**src/rtl/pipe_pkg.sv**
```systemverilog
// Shared constants and types for the MEM/WB pipeline stage.
package pipe_pkg;

  // Datapath geometry; the stage is only built for a 32-bit datapath.
  localparam int WIDTH = 32;
  localparam int RN_W  = 5;

  // Register-file writeback source select.
  localparam logic [2:0] RF_SRC_ALU   = 3'd0;
  localparam logic [2:0] RF_SRC_DM    = 3'd1;
  localparam logic [2:0] RF_SRC_PC4   = 3'd2;
  localparam logic [2:0] RF_SRC_HI    = 3'd3;
  localparam logic [2:0] RF_SRC_LO    = 3'd4;
  localparam logic [2:0] RF_SRC_CP0   = 3'd5;
  localparam logic [2:0] RF_SRC_CNT   = 3'd6;
  localparam logic [2:0] RF_SRC_MULLO = 3'd7;

  // Load size select; 2'b11 behaves as a word load.
  localparam logic [1:0] CUT_WORD     = 2'b00;
  localparam logic [1:0] CUT_HALF     = 2'b01;
  localparam logic [1:0] CUT_BYTE     = 2'b10;
  localparam logic [1:0] CUT_WORD_ALT = 2'b11;

  // HI source select.
  localparam logic [1:0] HI_SRC_A    = 2'b00;
  localparam logic [1:0] HI_SRC_MUL  = 2'b01;
  localparam logic [1:0] HI_SRC_R    = 2'b10;
  localparam logic [1:0] HI_SRC_HOLD = 2'b11;

  // LO source select.
  localparam logic [1:0] LO_SRC_A    = 2'b00;
  localparam logic [1:0] LO_SRC_MUL  = 2'b01;
  localparam logic [1:0] LO_SRC_Q    = 2'b10;
  localparam logic [1:0] LO_SRC_HOLD = 2'b11;

  // Contents of the MEM/WB pipeline register.
  typedef struct packed {
    logic             valid;
    logic             w_rf;
    logic             w_hi;
    logic             w_lo;
    logic             sign;
    logic [2:0]       rfsource;
    logic [1:0]       cuttersource;
    logic [1:0]       hisource;
    logic [1:0]       losource;
    logic [RN_W-1:0]  rn;
    logic [WIDTH-1:0] alu;
    logic [WIDTH-1:0] a;
    logic [WIDTH-1:0] dm;
    logic [WIDTH-1:0] pc4;
    logic [WIDTH-1:0] cp0;
    logic [WIDTH-1:0] counter;
    logic [WIDTH-1:0] q;
    logic [WIDTH-1:0] r;
    logic [WIDTH-1:0] muler_hi;
    logic [WIDTH-1:0] muler_lo;
  } wb_reg_t;

endpackage

```
**src/rtl/pipe_load_cutter.sv**
```systemverilog
// Load-data cutter: picks a byte/halfword lane out of the loaded word and
// sign- or zero-extends it. Purely combinational.
module pipe_load_cutter
  import pipe_pkg::*;
(
  input  logic [WIDTH-1:0] dm,
  input  logic [1:0]       addr_lo,
  input  logic [1:0]       size,
  input  logic             sign,
  output logic [WIDTH-1:0] cut
);

  logic [7:0]  byte_s;
  logic [15:0] half_s;

  // Lane extraction; a misaligned halfword only looks at addr_lo[1].
  always_comb begin
    byte_s = 8'h00;
    half_s = 16'h0000;
    case (addr_lo)
      2'b00:   byte_s = dm[7:0];
      2'b01:   byte_s = dm[15:8];
      2'b10:   byte_s = dm[23:16];
      2'b11:   byte_s = dm[31:24];
      default: byte_s = dm[7:0];
    endcase
    if (addr_lo[1]) begin
      half_s = dm[31:16];
    end else begin
      half_s = dm[15:0];
    end
  end

  // Size select and extension; word sizes pass the loaded data untouched.
  always_comb begin
    cut = dm;
    case (size)
      CUT_WORD:     cut = dm;
      CUT_HALF:     cut = {{16{sign & half_s[15]}}, half_s};
      CUT_BYTE:     cut = {{24{sign & byte_s[7]}}, byte_s};
      CUT_WORD_ALT: cut = dm;
      default:      cut = dm;
    endcase
  end

endmodule

```
**src/rtl/pipe_wb_stage.sv**
```systemverilog
// MEM/WB pipeline register and writeback stage. Owns the architectural
// HI/LO registers and drives the register-file write port.
module pipe_wb_stage #(
  parameter int WIDTH = 32,
  parameter int RN_W  = 5
) (
  input  logic             clk,
  input  logic             rst,
  input  logic             stall,
  input  logic             flush,
  input  logic             m_valid,
  input  logic             m_w_rf,
  input  logic             m_w_hi,
  input  logic             m_w_lo,
  input  logic             m_sign,
  input  logic [2:0]       m_rfsource,
  input  logic [1:0]       m_cuttersource,
  input  logic [1:0]       m_hisource,
  input  logic [1:0]       m_losource,
  input  logic [RN_W-1:0]  m_rn,
  input  logic [WIDTH-1:0] m_alu,
  input  logic [WIDTH-1:0] m_a,
  input  logic [WIDTH-1:0] m_dm,
  input  logic [WIDTH-1:0] m_pc4,
  input  logic [WIDTH-1:0] m_cp0,
  input  logic [WIDTH-1:0] m_counter,
  input  logic [WIDTH-1:0] m_q,
  input  logic [WIDTH-1:0] m_r,
  input  logic [WIDTH-1:0] m_muler_hi,
  input  logic [WIDTH-1:0] m_muler_lo,
  output logic             rf_we,
  output logic [RN_W-1:0]  rf_waddr,
  output logic [WIDTH-1:0] rf_wdata,
  output logic [WIDTH-1:0] hi_q,
  output logic [WIDTH-1:0] lo_q,
  output logic             wb_valid
);

  import pipe_pkg::*;

  wb_reg_t          m_in_s;
  wb_reg_t          wb_r;
  logic [WIDTH-1:0] hi_r;
  logic [WIDTH-1:0] lo_r;
  logic [WIDTH-1:0] hi_next_s;
  logic [WIDTH-1:0] lo_next_s;
  logic [WIDTH-1:0] cut_s;
  logic             commit_s;

  // Pack the MEM-stage inputs into the pipeline register layout.
  always_comb begin
    m_in_s              = '0;
    m_in_s.valid        = m_valid;
    m_in_s.w_rf         = m_w_rf;
    m_in_s.w_hi         = m_w_hi;
    m_in_s.w_lo         = m_w_lo;
    m_in_s.sign         = m_sign;
    m_in_s.rfsource     = m_rfsource;
    m_in_s.cuttersource = m_cuttersource;
    m_in_s.hisource     = m_hisource;
    m_in_s.losource     = m_losource;
    m_in_s.rn           = m_rn;
    m_in_s.alu          = m_alu;
    m_in_s.a            = m_a;
    m_in_s.dm           = m_dm;
    m_in_s.pc4          = m_pc4;
    m_in_s.cp0          = m_cp0;
    m_in_s.counter      = m_counter;
    m_in_s.q            = m_q;
    m_in_s.r            = m_r;
    m_in_s.muler_hi     = m_muler_hi;
    m_in_s.muler_lo     = m_muler_lo;
  end

  // MEM/WB register: flush inserts a bubble and beats stall; stall holds.
  always_ff @(posedge clk or posedge rst) begin
    if (rst) begin
      wb_r <= '0;
    end else if (flush) begin
      wb_r <= '0;
    end else if (stall) begin
      wb_r <= wb_r;
    end else begin
      wb_r <= m_in_s;
    end
  end

  // An instruction commits HI/LO only on the edge where it leaves WB.
  assign commit_s = wb_r.valid & ~stall;

  // Next HI/LO candidates selected by the instruction in WB.
  always_comb begin
    hi_next_s = hi_r;
    lo_next_s = lo_r;
    case (wb_r.hisource)
      HI_SRC_A:    hi_next_s = wb_r.a;
      HI_SRC_MUL:  hi_next_s = wb_r.muler_hi;
      HI_SRC_R:    hi_next_s = wb_r.r;
      HI_SRC_HOLD: hi_next_s = hi_r;
      default:     hi_next_s = hi_r;
    endcase
    case (wb_r.losource)
      LO_SRC_A:    lo_next_s = wb_r.a;
      LO_SRC_MUL:  lo_next_s = wb_r.muler_lo;
      LO_SRC_Q:    lo_next_s = wb_r.q;
      LO_SRC_HOLD: lo_next_s = lo_r;
      default:     lo_next_s = lo_r;
    endcase
  end

  // Architectural HI register.
  always_ff @(posedge clk or posedge rst) begin
    if (rst) begin
      hi_r <= 32'h0000_0000;
    end else if (commit_s & wb_r.w_hi) begin
      hi_r <= hi_next_s;
    end else begin
      hi_r <= hi_r;
    end
  end

  // Architectural LO register.
  always_ff @(posedge clk or posedge rst) begin
    if (rst) begin
      lo_r <= 32'h0000_0000;
    end else if (commit_s & wb_r.w_lo) begin
      lo_r <= lo_next_s;
    end else begin
      lo_r <= lo_r;
    end
  end

  pipe_load_cutter u_cutter (
    .dm      (wb_r.dm),
    .addr_lo (wb_r.alu[1:0]),
    .size    (wb_r.cuttersource),
    .sign    (wb_r.sign),
    .cut     (cut_s)
  );

  // Writeback data select; mfhi/mflo see HI/LO before any same-edge update.
  always_comb begin
    rf_wdata = wb_r.alu;
    case (wb_r.rfsource)
      RF_SRC_ALU:   rf_wdata = wb_r.alu;
      RF_SRC_DM:    rf_wdata = cut_s;
      RF_SRC_PC4:   rf_wdata = wb_r.pc4;
      RF_SRC_HI:    rf_wdata = hi_r;
      RF_SRC_LO:    rf_wdata = lo_r;
      RF_SRC_CP0:   rf_wdata = wb_r.cp0;
      RF_SRC_CNT:   rf_wdata = wb_r.counter;
      RF_SRC_MULLO: rf_wdata = wb_r.muler_lo;
      default:      rf_wdata = wb_r.alu;
    endcase
  end

  // Register-file write port; r0 is never written.
  assign rf_we    = wb_r.valid & wb_r.w_rf & (wb_r.rn != 5'd0);
  assign rf_waddr = wb_r.rn;
  assign wb_valid = wb_r.valid;
  assign hi_q     = hi_r;
  assign lo_q     = lo_r;

endmodule

```
**config.mk**
```make
export PLATFORM = sky130hd
export DESIGN_NAME = pipe_wb_stage
export DESIGN_NICKNAME = d
export VERILOG_FILES = /design/src/rtl/pipe_pkg.sv /design/src/rtl/pipe_load_cutter.sv /design/src/rtl/pipe_wb_stage.sv
export SDC_FILE = /design/constraint.sdc
export NUM_CORES = 1
export LEC_CHECK = 0
export BUFFER_PORTS_ARGS = -buffer_cell sky130_fd_sc_hd__buf_2
export CORE_ASPECT_RATIO = 2
export CORE_MARGIN = 1
export CORE_UTILIZATION = 35
export CTS_BUF_LIST = sky130_fd_sc_hd__clkbuf_4
export DETAILED_ROUTE_END_ITERATION = 10
export PLACE_DENSITY = 0.56
export SYNTH_ARGS = -nofsm -noshare
export SYNTH_HDL_FRONTEND = slang
export SYNTH_SLANG_ARGS = --single-unit
```
**constraint.sdc**
```tcl
create_clock -name clk -period 17.4 [get_ports clk]
set_clock_uncertainty 0.2 [all_clocks]
set_input_delay 2.61 -clock clk [delete_from_list [all_inputs] [get_ports clk]]
set_output_delay 2.61 -clock clk [all_outputs]
set_load 0.03 [all_outputs]
```
After elaboration in Yosys (flattened, before gate mapping)
Cells that the tools add are included.

Reductions and logical operators: 9. $lt $le $gt $ge: 0. Add/sub/neg operators: 0. Equality and inequality tests: 20. Bitwise logic cells: 10. Div/mod/pow operators: 0. Shift operators: 0. Multiplexer cells: 8. Multiply operators: 0.

Operators by type and width (number): 2-to-1 mux 339 bit (2); case mux 32 bit (3 select lines) (3); case mux 32 bit (8 select lines) (1); case mux 8 bit (4 select lines) (1); == test 2 bit, second input constant (8); 2-to-1 mux 16 bit (1); == test 3 bit, second input constant (4); == test 2 x 1 -> 1 bit, second input constant (4); logical NOT 2 bit (4); AND 1 bit (7); == test 3 x 2 -> 1 bit, second input constant (2); nonzero test 5 bit (1); AND reduction 2 bit (2); == test 3 x 1 -> 1 bit, second input constant (1); logical NOT 3 bit (1); NOT 1 bit (3); inequality test 2 x 1 -> 1 bit, second input constant (1); OR reduction 2 bit (1).

Latch bits: 0. Logic and storage cells: 69. Bits in writable memories: 0. Memories: 0. Input port bits: 343. Bits in registers: 403. Memory bits (read-only): 0.

Longest topological paths before layout
Gate-level depths: netlist of the first run.

Depth after elaboration: 5. Gate-level depth with buffers: 9. Gate-level depth less buffers: 7.

By module
A second synthesis of the first run with hierarchy kept.

Cell total of the unflattened synthesis: 1933. Area total of the unflattened synthesis: 19981.7 um^2.

Modules (own cells, without submodules): pipe_wb_stage (cells an instance 1811, sequential area each 10084.7 um^2, instances 1, area each 19204.7 um^2); pipe_load_cutter (cells an instance 122, sequential area each 0.0 um^2, instances 1, area each 777.0 um^2).

Worst setup path after synthesis of the first run
OpenSTA, ideal clock, no wires.

Kind: reg2out. From: register wb_r[333] (netlist name). To: output rf_wdata[7]. Cell stages (with the launch flop): 8. Arrival: 2073 ps. Slack: 12517 ps. Data required time: 14590 ps. Cell sequence: dfrtp_1 buf_2 inv_1 clkbuf_1 clkbuf_1 nor2_1 a31o_2 o21ai_0.

Word-level cells in the longest chain between the ends: 2.

RTL lines: from (decl) (RTL line pipe_wb_stage.sv:42) `wb_reg_t wb_r;`; from (signal assigned) (RTL line pipe_wb_stage.sv:82) `wb_r <= wb_r;`; from (signal assigned) (RTL line pipe_wb_stage.sv:84) `wb_r <= m_in_s;`; == test 3 bit (tied with other cells) (RTL line pipe_wb_stage.sv:144) `case (wb_r.rfsource)`; case mux 32 bit (8 select lines) (*) (RTL line pipe_wb_stage.sv:144); to (decl) (RTL line pipe_wb_stage.sv:33) `output logic [WIDTH-1:0] rf_wdata,`.

Every way passes the cells marked *; elsewhere a longest branch is shown, timed or not.

Worst setup path in the final report of the first run
From: register wb_r[331] (netlist name). To: output rf_wdata[3].

The elaborated chain is that of the path after synthesis.

==> results.md, run 1 <==
- Outcome: finished, final reports clean
- Synth Flop Type: dfrtp_1
- Overall power: between 2 and 2.5 mW
- Cell Pwr Density: 94.91 nW/um2
- Hpwl dp: 54120 um
- Max Cap Viol: 0
- Clk root buf: clkbuf_4
- Layout area overhead: 20.07%
- Wire length on met1: 29410 um
- Finished Cell Area: 23710 um2
- Post-synthesis cell type count: 49
- Nets: 2694
- Worst reg2reg path depth: 6
- Slew Viols, Final: 0
- Syn avg cell area: 10.17 um2
- Met3 Routed Length: roughly 5600 um
- Syn Inst Count: 1941
- ANT nets after route: 0
- Clk sink count: just over 400
- Gpl congestion: 0.9274
- Lkg Pwr: 11.85 nW
- Clock slew seen by the registers of the worst setup and hold paths: 0.07 ns
- Hold buffer count at cts: 0
- Initial Util: 35.54%
- Initial antenna violation count: 26
- Synthesis Warnings: 0
- Final min period: about 7.2 ns
- Core Area: 55560 um2
- VDD IR-drop max: 0.06693 mV
- Initial DRC count: 1397
- Arr. time, crit path: 4.41 ns
- Final setup violation count: 0
- Metal2 WL: 35850 um
- Cell Rows: 122
- R2r startpoint: wb_r[327]$_DFFE_PP0P_
- Post-CTS setup-driven buffer insertion count: 0
- Share of layout cells above drive strength 1: between 20% and 30%
- Crit path max fanout: 31
- Vias in the first global route: 16930
- Setup crit start: wb_r[331]$_DFFE_PP0P_
- Top-area cell type share of the netlist area: 51.07%
- Die X-Extent: between 150 and 200 um
- Number of flops mapped to enable cells by yosys: 0
- Pre-Repair DR Iteration Count: 6
- Routed WL: 75030 um
- First-pass GRT wire length: 109900 um
- Largest net degree at the start of global routing: approximately 150
- CTS tree: done
- CTS H-tree depth: 3
- DR vias/cell: 5.319
- Final hold slack: between 0.3 and 0.4 ns
- Synth area leader: dfrtp_1
- TritonCTS buffer count: 100
- Synthesis-stage register bit count: 403
- F_max: 0.1384 GHz
- Clk buf depth: 3
- Dpl cell area: 22420 um2
- Worst Max-Slew Pin Slew: 1.297 ns
- Drt wl/cell: 23.64 um
- DRC: 0
- Synthesized net count: about 2300
- Required @ worst endpoint: 14.59 ns
- I/O pins: 446
- R2R Setup Slk: 15.16 ns
- Die Y: 337.9 um
- Routed vias: 16880
- Relative slew slack: 13.46%
- RSZ-0062 raised after global routing: no
- Setup crit end: rf_wdata[3]
- Seq/Total Area, Yosys: 51.07%
- Classification of the worst setup path: reg -> out
- Crit path launch type: flop
- Hold Crit Class: reg -> reg
- Number of fill cells: 5622
- Crit end category: output port
- Final Hold Fails: 0
- Count leader, synth: nor2_1
- Port bufs: approximately 450
- Setup TNS: 0 ns
- Mapped Area: roughly 20000 um2
- Worst-skew pair later-pin latency: roughly 0.88 ns
- Die area: between 50000 and 60000 um2
- Synth top cells by count: 437 x nor2_1, 403 x dfrtp_1, 374 x mux2i_1, 115 x o21ai_0, 110 x nand2_1
- Gr usage total: between 20% and 30%
- Async S/R FF share, synth: 100.0%
- Dominant cells by area after synthesis: dfrtp_1 51%, mux2i_1 19%, nor2_1 8.3%
- CTS resizes: 0
- DR top layer: met5
- R2R Path End: hi_q[6]$_DFFE_PP0P_
- Fin crit share: 41.52%
- Congestion Overflow GR: 0
-- critical path: stages, from the launching register on --
cell      delay [ns]
dfrtp_2         0.70
buf_4           0.54
inv_1           0.08
buf_4           0.28
nor3_2          0.87
a222oi_1        0.48
o21ai_0         0.29
buf_2           0.23
-- cells by family after synthesis --
group	count (synthesis)	share of synthesized area [%]
simple gates	567	11.03
flops	403	51.07
mux	401	21.35
compound gates	374	12.07
buf+inv	188	3.973
fa+ha+maj	8	0.5069
-- flip-flops by register name, summed over array words and instances, names as in the netlist --
name,flops
rf_waddr,5
hi_q,32
wb_valid,1
lo_q,32
wb_r,333
-- cell type report --
class	count	area, um2	share of cell area, %
tap	744	930.9	3.926
inverter	22	90.09	0.3799
antenna	14	35.03	0.1478
timing repair buffer	466	2417	10.20
clock inverter	22	113.9	0.4802
clock buffer	152	1141	4.813
multi-input combinational	1350	8894	37.51
sequential	403	10090	42.55
-- layer usage --
layer  up-vias  track usage (%)
met2       767            42.77
met5         -                0
met3       177            6.246
li1       7658                -
met1      8254            31.38
met4        22            14.53
-- how the worst min path moves through the flow --
stage,start,endpoint,slack (ns),cells after the start
floorplan,wb_r[144]$_DFFE_PP0P_,wb_r[144]$_DFFE_PP0P_,0.28,2
global route,wb_r[115]$_DFFE_PP0P_,wb_r[115]$_DFFE_PP0P_,0.34,2
finish,lo_q[21]$_DFFE_PP0P_,lo_q[21]$_DFFE_PP0P_,0.32,2
detailed placement,lo_q[21]$_DFFE_PP0P_,lo_q[21]$_DFFE_PP0P_,0.30,2
CTS,lo_q[21]$_DFFE_PP0P_,lo_q[21]$_DFFE_PP0P_,0.31,2
global placement,lo_q[21]$_DFFE_PP0P_,lo_q[21]$_DFFE_PP0P_,0.29,2
-- power by group --
group          leakage [nW]  switching (mW)  total (mW)  internal (mW)
Clock                 0.750           0.396       0.804          0.409
Sequential             5.37          0.0634        1.06          0.995
Combinational          5.73           0.249       0.387          0.139
Total                  11.9           0.708        2.25           1.54
-- through the flow --
step / std cells / util (%) / worst slack (ns)
after CTS: 3159 / 42.61 / 10.17
after floorplan: 1941 / - / 3.381
final: 3173 / 42.67 / 10.18
after global routing: 3168 / 42.65 / 9.965
after global placement: 2985 / 40.35 / 10.81
after detailed placement: 2985 / 40.35 / 10.75
-- cells in the final DEF, fill, tap and decap left out, drive strengths merged, types with 2 or more instances in the layout --
cell and instances:
a211o 5, a211oi 2, a21boi 6, a21oi 100, a221o 5, a221oi 14
a222oi 10, a22oi 66, a31oi 7, buf 466, clkbuf 152, clkinv 19
dfrtp 403, diode 14, ha 8, inv 23, mux2 12, mux2i 374
mux4 15, nand2 111, nand3 6, nand3b 2, nor2 437, nor2b 3
nor3b 2, o21a 3, o21ai 115, o221ai 2, o22a 14, o22ai 4
o2bb2ai 10, o32a 4
Power figures use the tool's default switching activity.
==> run 2: changes to the inputs <==
- ABC_AREA: not set -> 1
- clock period: 17.4 -> 7.1 ns (I/O delays scaled with it)
==> run 2 against run 1 <==
  * Die area rose by 1.8%
  * Critical path depth rose by 1
  * Largest cell class unchanged
  * Critical endpoint is now rf_wdata[30]
  * Sequential share of layout area is 0.22 points lower
  * Global-route usage is 7.7 points higher
  * Worst setup slack worse by 8.9 ns
  * Non-clock buffer count is 6 higher
  * Synthesized area rose by 1.8%
  * Count of clock-buffer cells in the layout is 11 lower
  * Worst hold slack lost 0.14 ns
  * Flip-flop and latch count stayed put
  * Sequential power grew to 2.7 times the previous value
==> results.md, run 2 <==
- Outcome: finished, final reports clean
- Initial antenna violation count: 8 (-69%)
- Cell Pwr Density: 260.0 nW/um2 (+170%)
- Cell-internal power: 3.862 mW (+150%)
- Overall power: 6.196 mW (+180%)
- Synthesis-stage register bit count: 403 (unchanged)
- Worst-skew pair later-pin latency: 0.87 ns (about the same)
- Top-area cell type share of the netlist area: 50.15% (-0.92 points)
- Synth Flop Type: dfrtp_1
- Clk sink count: 403 (unchanged)
- Clk root buf: clkbuf_4
- Number of fill cells: 6049 (+7.6%)
- Crit path max fanout: 45 (+45%)
- Layout area overhead: 18.50%
- NetSw: 2.334 mW (+230%)
- Register share of total power: 45.6% (-1.4 points)
- Area of the multi-input gates: 8183 um2 (-8.0%)
- Synthesis Warnings: 0 (unchanged)
- Fin crit share: 81.80%
- Mapped Area: 20110 um2 (+1.8%)
- Congestion Overflow GR: 0 (unchanged)
- Routed vias: 20700 (+23%)
- Sw Share: 37.66% (+6.2 points)
- F_max: 0.1722 GHz
- Max reg flops: 333 (unchanged)
- Number of flops mapped to enable cells by yosys: 0 (unchanged)
- Count leader, synth: nand2_1
- Syn avg cell area: 7.810 um2 (-23%)
- ANT nets after route: 0 (unchanged)
- Pre-Repair DR Iteration Count: 6 (unchanged)
- Dominant cells by area after synthesis: dfrtp_1 50%, nand2_1 10%, nand3_1 9.6%
- Gr usage total: 33.81% (+7.7 points)
- Die X-Extent: 171.5 um (+0.90%)
- Final min period: 5.807 ns
- Final Hold Fails: 0 (unchanged)
- R2R Setup Slk: 3.96 ns (-11.20 ns)
- Required @ worst endpoint: 5.83 ns (-8.76 ns)
- Crit path launch type: flop
- Hold buffer count at cts: 0 (unchanged)
- Comb pwr share: 21.6% (+4.4 points)
- CTS resizes: 0 (unchanged)
- Die area: 58480 um2 (+1.8%)
- Cell Rows: 123 (+0.82%)
- CTS tree: done
- Async S/R FF share, synth: 100.0% (unchanged)
- Port bufs: 445 (unchanged)
- Slew Viols, Final: 0 (unchanged)
- Synth area leader: dfrtp_1
- DR vias/cell: 5.511 (+3.6%)
- Hpwl dp: 74040 um (+37%)
- Dpl cells: 3577 (+20%)
- Seq/Total Area, Yosys: 50.15% (-0.92 points)
- FF+latch area: 10090 um2 (unchanged)
- Number of non-filler instances in the completed layout: 3757 (+18%)
- Nets: 3282 (+22%)
- Core Area: 56480 um2 (+1.7%)
- Worst Max-Slew Pin Slew: 1.155 ns (-0.1421 ns)
- Arr. time, crit path: 4.54 ns (+0.13 ns)
- Classification of the worst setup path: reg -> out
- Initial Util: 35.61% (+0.065 points)
- Vias in the first global route: 21020 (+24%)
- Lkg Pwr: 11.46 nW (-3.4%)
- VDD IR-drop max: 0.1481 mV (+120%)
- RSZ-0062 raised after global routing: no
- Relative slew slack: 22.94% (+9.5 points)
- CTS H-tree depth: 3 (unchanged)
- Post-CTS setup-driven buffer insertion count: 0 (unchanged)
- Synthesized net count: 2926 (+28%)
- Synth top cells by count: 558 x nand2_1, 403 x dfrtp_1, 386 x nand3_1, 223 x inv_1, 210 x o21ai_0
- Initial DRC count: 1806 (+29%)
- Die Y: 341.0 um (+0.91%)
- Largest Register: wb_r
- First-pass GRT wire length: 140000 um (+27%)
- Clk buf depth: 3 (unchanged)
- Hold Crit Class: in -> async
- Share of layout cells above drive strength 1: 21.55% (-5.9 points)
- Commonest cells after routing, fill and taps aside: 557 x nand2_1, 444 x buf_2, 400 x dfrtp_1
- Largest net degree at the start of global routing: 202 (+31%)
- Post-synthesis cell type count: 32 (-35%)
- Syn Inst Count: 2575 (+33%)
- Clock slew seen by the registers of the worst setup and hold paths: 0.07 ns (about the same)
- TritonCTS buffer count: 102 (+2.0%)
- DRC: 0 (unchanged)
- Crit end category: output port
- Gpl congestion: 1.020 (+10%)
- Setup TNS: 0 ns (unchanged)
- Max Cap Viol: 0 (unchanged)
- Drt wl/cell: 26.26 um (+11%)
- Routed WL: 98660 um (+31%)
- Final setup violation count: 0 (unchanged)
- Clock share of power: 32.8% (-3.0 points)
- Most common cell after layout, fill and taps aside: nand2_1
- I/O pins: 446 (unchanged)
[run 2: cell types whose count changed in the layout (fill, tap and decap cells not counted), moves of 15 or more]
cell and delta:
nand2_1 +447, nand3_1 +380, mux2i_1 -374, nor2_1 -269, inv_1 +202, o21ai_0 +95
nand4_1 +78, o22ai_1 +67, a22oi_1 -59, a31oi_1 +57, a21oi_1 +53, mux4_2 -15
[run 2: power by group through the flow]
stage / clock, mW / combinational, mW / sequential [mW]
2_1_floorplan: 0 / 0.604 / 2.89
3_3_place_gp: 0 / 1.31 / 2.85
3_5_place_dp: 0 / 1.33 / 2.85
4_1_cts: 2.08 / 1.33 / 2.81
5_1_grt: 2.18 / 1.44 / 2.83
6_report: 2.03 / 1.34 / 2.83
[run 2: cells by family (layout without fill, tap and decap cells)]
group / after synthesis / after routing / share of synthesized area [%]
other cells: 0 / 5 / 0
fa+ha+maj: 8 / 8 / 0.4977
buf+inv: 449 / 876 / 9.202
compound gates: 515 / 515 / 13.94
simple gates: 1200 / 1200 / 26.22
flops: 403 / 403 / 50.15
[run 2: per-stage QoR]
step / setup slack [ns] / util [%] / hold slack [ns] / instance area (um2)
after floorplan: 0.4073 / - / 0.2728 / 20110
after global placement: 2.388 / 39.94 / 0.2926 / 22560
after detailed placement: 2.300 / 39.94 / 0.2935 / 22560
after CTS: 1.367 / 42.17 / 0.1305 / 23820
after global routing: 1.127 / 42.19 / 0.1885 / 23830
final: 1.293 / 42.19 / 0.1778 / 23830
[run 2: path summary, 6_finish.rpt]
| check | endpoint | from | cells past startpoint |
|---|---|---|---|
| max | rf_wdata[30] | wb_r[331]$_DFFE_PP0P_ | 8 |
| min | wb_r[164]$_DFFE_PP0P_ | rst | 2 |
| max reg2reg | lo_q[10]$_DFFE_PP0P_ | wb_r[325]$_DFFE_PP0P_ | 5 |
| min reg2reg | wb_r[296]$_DFFE_PP0P_ | wb_r[296]$_DFFE_PP0P_ | 2 |
| max in group asynchronous | wb_r[20]$_DFFE_PP0P_ | rst | 3 |
| min in group clk | wb_r[296]$_DFFE_PP0P_ | m_alu[8] | 3 |
[run 2: layout make-up]
class                   count  area share [%]
clock inverters            34          0.8505
repair buffers            472           10.36
flip-flops and latches    403           42.33
diodes                      5         0.05250
clock buffers             141           4.442
multi-input cells        1723           34.34
inverters                 229           3.686
well taps                 750           3.938
[run 2: routing by layer]
layer	part of all wire (%)	track usage, %
met1	34	34.96
met2	50	57.68
met3	6.5	6.228
met4	10	29.93
met5	0.036	0
[run 2: worst max-delay path, cell delays in order (launching register included)]
cell and delay (ns):
dfrtp_2 0.95, inv_2 0.52, nand2_2 0.89, inv_1 0.45, nor2_1 0.21, nand3_1 0.16
nor2_1 0.17, a21oi_1 0.12, buf_2 0.19
==> run 3: changes to the inputs <==
- ABC_AREA: 1 -> 0
- clock period: 7.1 -> 5.5 ns (I/O delays scaled with it)
==> run 3 against run 2 <==
  * Final area grew 12%
  * Combinational power is 5% higher
  * Largest cell class unchanged
  * Wire length shrank 20%
  * Clock power grew 22%
  * Critical path type unchanged
  * Total power rose by 17%
  * Worst setup slack worse by 0.83 ns
  * Register-to-register slack worse by 0.72 ns
==> results.md, run 3 (synthesized netlist as in run 1, its figures left out) <==
- ANT nets after route: 0 (unchanged)
- Finished Cell Area: 26700 um2 (+12%)
- Clk root buf: clkbuf_4
- FF+latch area: 10090 um2 (unchanged)
- Classification of the worst setup path: reg -> out
- Initial DRC count: 1242 (-31%)
- Max Cap Viol: 0 (unchanged)
- RSZ-0062 raised after global routing: no
- Clk sink count: 403 (unchanged)
- Comb pwr share: 19.4% (-2.2 points)
- Fin crit share: 91.53%
- VDD IR-drop max: 0.1822 mV (+23%)
- Dpl cell area: 22520 um2 (-0.18%)
- Final hold slack: 0.1012 ns (-0.07661 ns)
- Hold EP: wb_r[133]$_DFFE_PP0P_
- R2r startpoint: wb_r[325]$_DFFE_PP0P_
- Final Hold Fails: 0 (unchanged)
- Hold Crit Class: in -> reg
- Relative slew slack: 29.16% (+6.2 points)
- Worst Max-Slew Pin Slew: 1.057 ns (-0.09775 ns)
- Final min period: 5.034 ns
- Die area: 57430 um2 (-1.8%)
- Vias in the first global route: 18550 (-12%)
- Cell-internal power: 4.936 mW (+28%)
- Hold Path Origin: m_counter[5]
- Required @ worst endpoint: 4.47 ns (-1.36 ns)
- Lkg Pwr: 13.09 nW (+14%)
- Most common cell after layout, fill and taps aside: buf_2
- Number of fill cells: 5354 (-11%)
- Outcome: finished, final reports clean
- Layout area overhead: 35.20%
- Largest Register: wb_r
- Worst-skew pair later-pin latency: 0.83 ns (-0.04 ns)
- Routed vias: 18000 (-13%)
- Congestion Overflow GR: 0 (unchanged)
- Drt wl/cell: 22.78 um (-13%)
- CTS tree: done
- Worst reg2reg path depth: 6 (+1)
- Max reg flops: 333 (unchanged)
- Arr. time, crit path: 4.01 ns (-0.53 ns)
- Gpl congestion: 0.9419 (-7.6%)
- NetSw: 2.310 mW (-1.0%)
- Die X-Extent: 170.0 um (-0.90%)
- Initial antenna violation count: 7 (-1)
- Clock share of power: 34.1% (+1.3 points)
- R2R Setup Slk: 3.24 ns (-0.72 ns)
- Crit end category: output port
- WHS Path Cells: 3
- Core Area: 55560 um2 (-1.6%)
- Area of the multi-input gates: 8894 um2 (+8.7%)
- Largest net degree at the start of global routing: 154 (-24%)
- Gr usage total: 27.54% (-6.3 points)
- Slew Viols, Final: 0 (unchanged)
- Crit path launch type: flop
- Final setup violation count: 0 (unchanged)
- Routed WL: 78900 um (-20%)
- DR vias/cell: 5.197 (-5.7%)
- First-pass GRT wire length: 116500 um (-17%)
- Commonest cells after routing, fill and taps aside: 443 x buf_2, 436 x nor2_1, 400 x dfrtp_1
- Share of layout cells above drive strength 1: 24.24% (+2.7 points)
- R2R Path End: lo_q[19]$_DFFE_PP0P_
- Cell Rows: 122 (-0.81%)
- Register share of total power: 46.5% (+0.9 points)
- Clk buf depth: 3 (unchanged)
- Cell Pwr Density: 271.4 nW/um2 (+4.4%)
- Nets: 2993 (-8.8%)
- DRC: 0 (unchanged)
- TritonCTS buffer count: 98 (-3.9%)
- Die Y: 337.9 um (-0.90%)
- Port bufs: 445 (unchanged)
- CTS resizes: 0 (unchanged)
- Initial Util: 35.54% (-0.065 points)
- I/O pins: 446 (unchanged)
- Crit path max fanout: 23 (-49%)
- CTS H-tree depth: 3 (unchanged)
- Hpwl dp: 56180 um (-24%)
- Pre-Repair DR Iteration Count: 7 (+1)
- F_max: 0.1986 GHz
- Clock slew seen by the registers of the worst setup and hold paths: 0.07 ns (about the same)
- Sw Share: 31.88% (-5.8 points)
run 3: area by class of cell:
| type | instances | share of cell area [%] |
|---|---|---|
| sequential | 403 | 37.79 |
| multi-input combinational | 1350 | 33.31 |
| timing repair buffer | 767 | 20.53 |
| clock buffer | 139 | 3.908 |
| tap | 744 | 3.487 |
| clock inverter | 33 | 0.6045 |
| inverter | 22 | 0.3234 |
| antenna | 6 | 0.05623 |
run 3: power by group through the flow:
stage / clock network [mW] / logic (mW) / registers, mW
after floorplan: 0 / 0.724 / 3.39
after global placement: 0 / 1.21 / 3.41
after detailed placement: 0 / 1.23 / 3.42
after CTS: 2.58 / 1.40 / 3.36
after global routing: 2.72 / 1.52 / 3.38
final: 2.47 / 1.41 / 3.37
run 3: worst max path at each step:
stage,depth (start not counted),end,slack [ns],start
after floorplan,1,hi_q[0]$_DFFE_PP0P_,-0.95,rst
after global placement,7,rf_wdata[3],1.43,wb_r[332]$_DFFE_PP0P_
after detailed placement,5,rf_wdata[3],1.34,wb_r[331]$_DFFE_PP0P_
after CTS,5,rf_wdata[3],0.42,wb_r[331]$_DFFE_PP0P_
after global routing,7,rf_wdata[3],0.25,wb_r[332]$_DFFE_PP0P_
final,7,rf_wdata[3],0.47,wb_r[332]$_DFFE_PP0P_
run 3: per-stage QoR:
stage / worst slack (ns) / TNS (ns) / instances / utilization (%) / power, mW
5_1_grt: 0.2454 / 0 / 3463 / 48.05 / 7.619
4_1_cts: 0.4179 / 0 / 3458 / 48.03 / 7.342
2_1_floorplan: -0.9527 / -383.95 / 1941 / - / 4.110
3_3_place_gp: 1.433 / 0 / 2990 / 40.52 / 4.623
3_5_place_dp: 1.342 / 0 / 2990 / 40.52 / 4.646
6_report: 0.4657 / 0 / 3464 / 48.05 / 7.247
run 3: critical path, cell delays in order (launching register included):
cell	delay [ns]
dfrtp_2	0.76
clkinv_1	0.58
buf_4	0.38
o21ai_0	0.17
o21ai_0	0.11
a222oi_1	0.77
o21ai_0	0.20
buf_2	0.23
run 3: metal layers:
| layer | wire [um] | track usage (%) | up-vias |
|---|---|---|---|
| li1 | - | - | 8238 |
| met4 | 4939 | 17.29 | 0 |
| met5 | 0 | 0 | - |
| met2 | 38120 | 45.67 | 785 |
| met3 | 4494 | 5.055 | 201 |
| met1 | 31340 | 32.80 | 8777 |
run 3: timing repair:
item,4_1_cts,5_1_grt
hold endpoints to repair,301,0
hold buffers,296,0
setup endpoints to repair,0,0
setup buffers,0,0
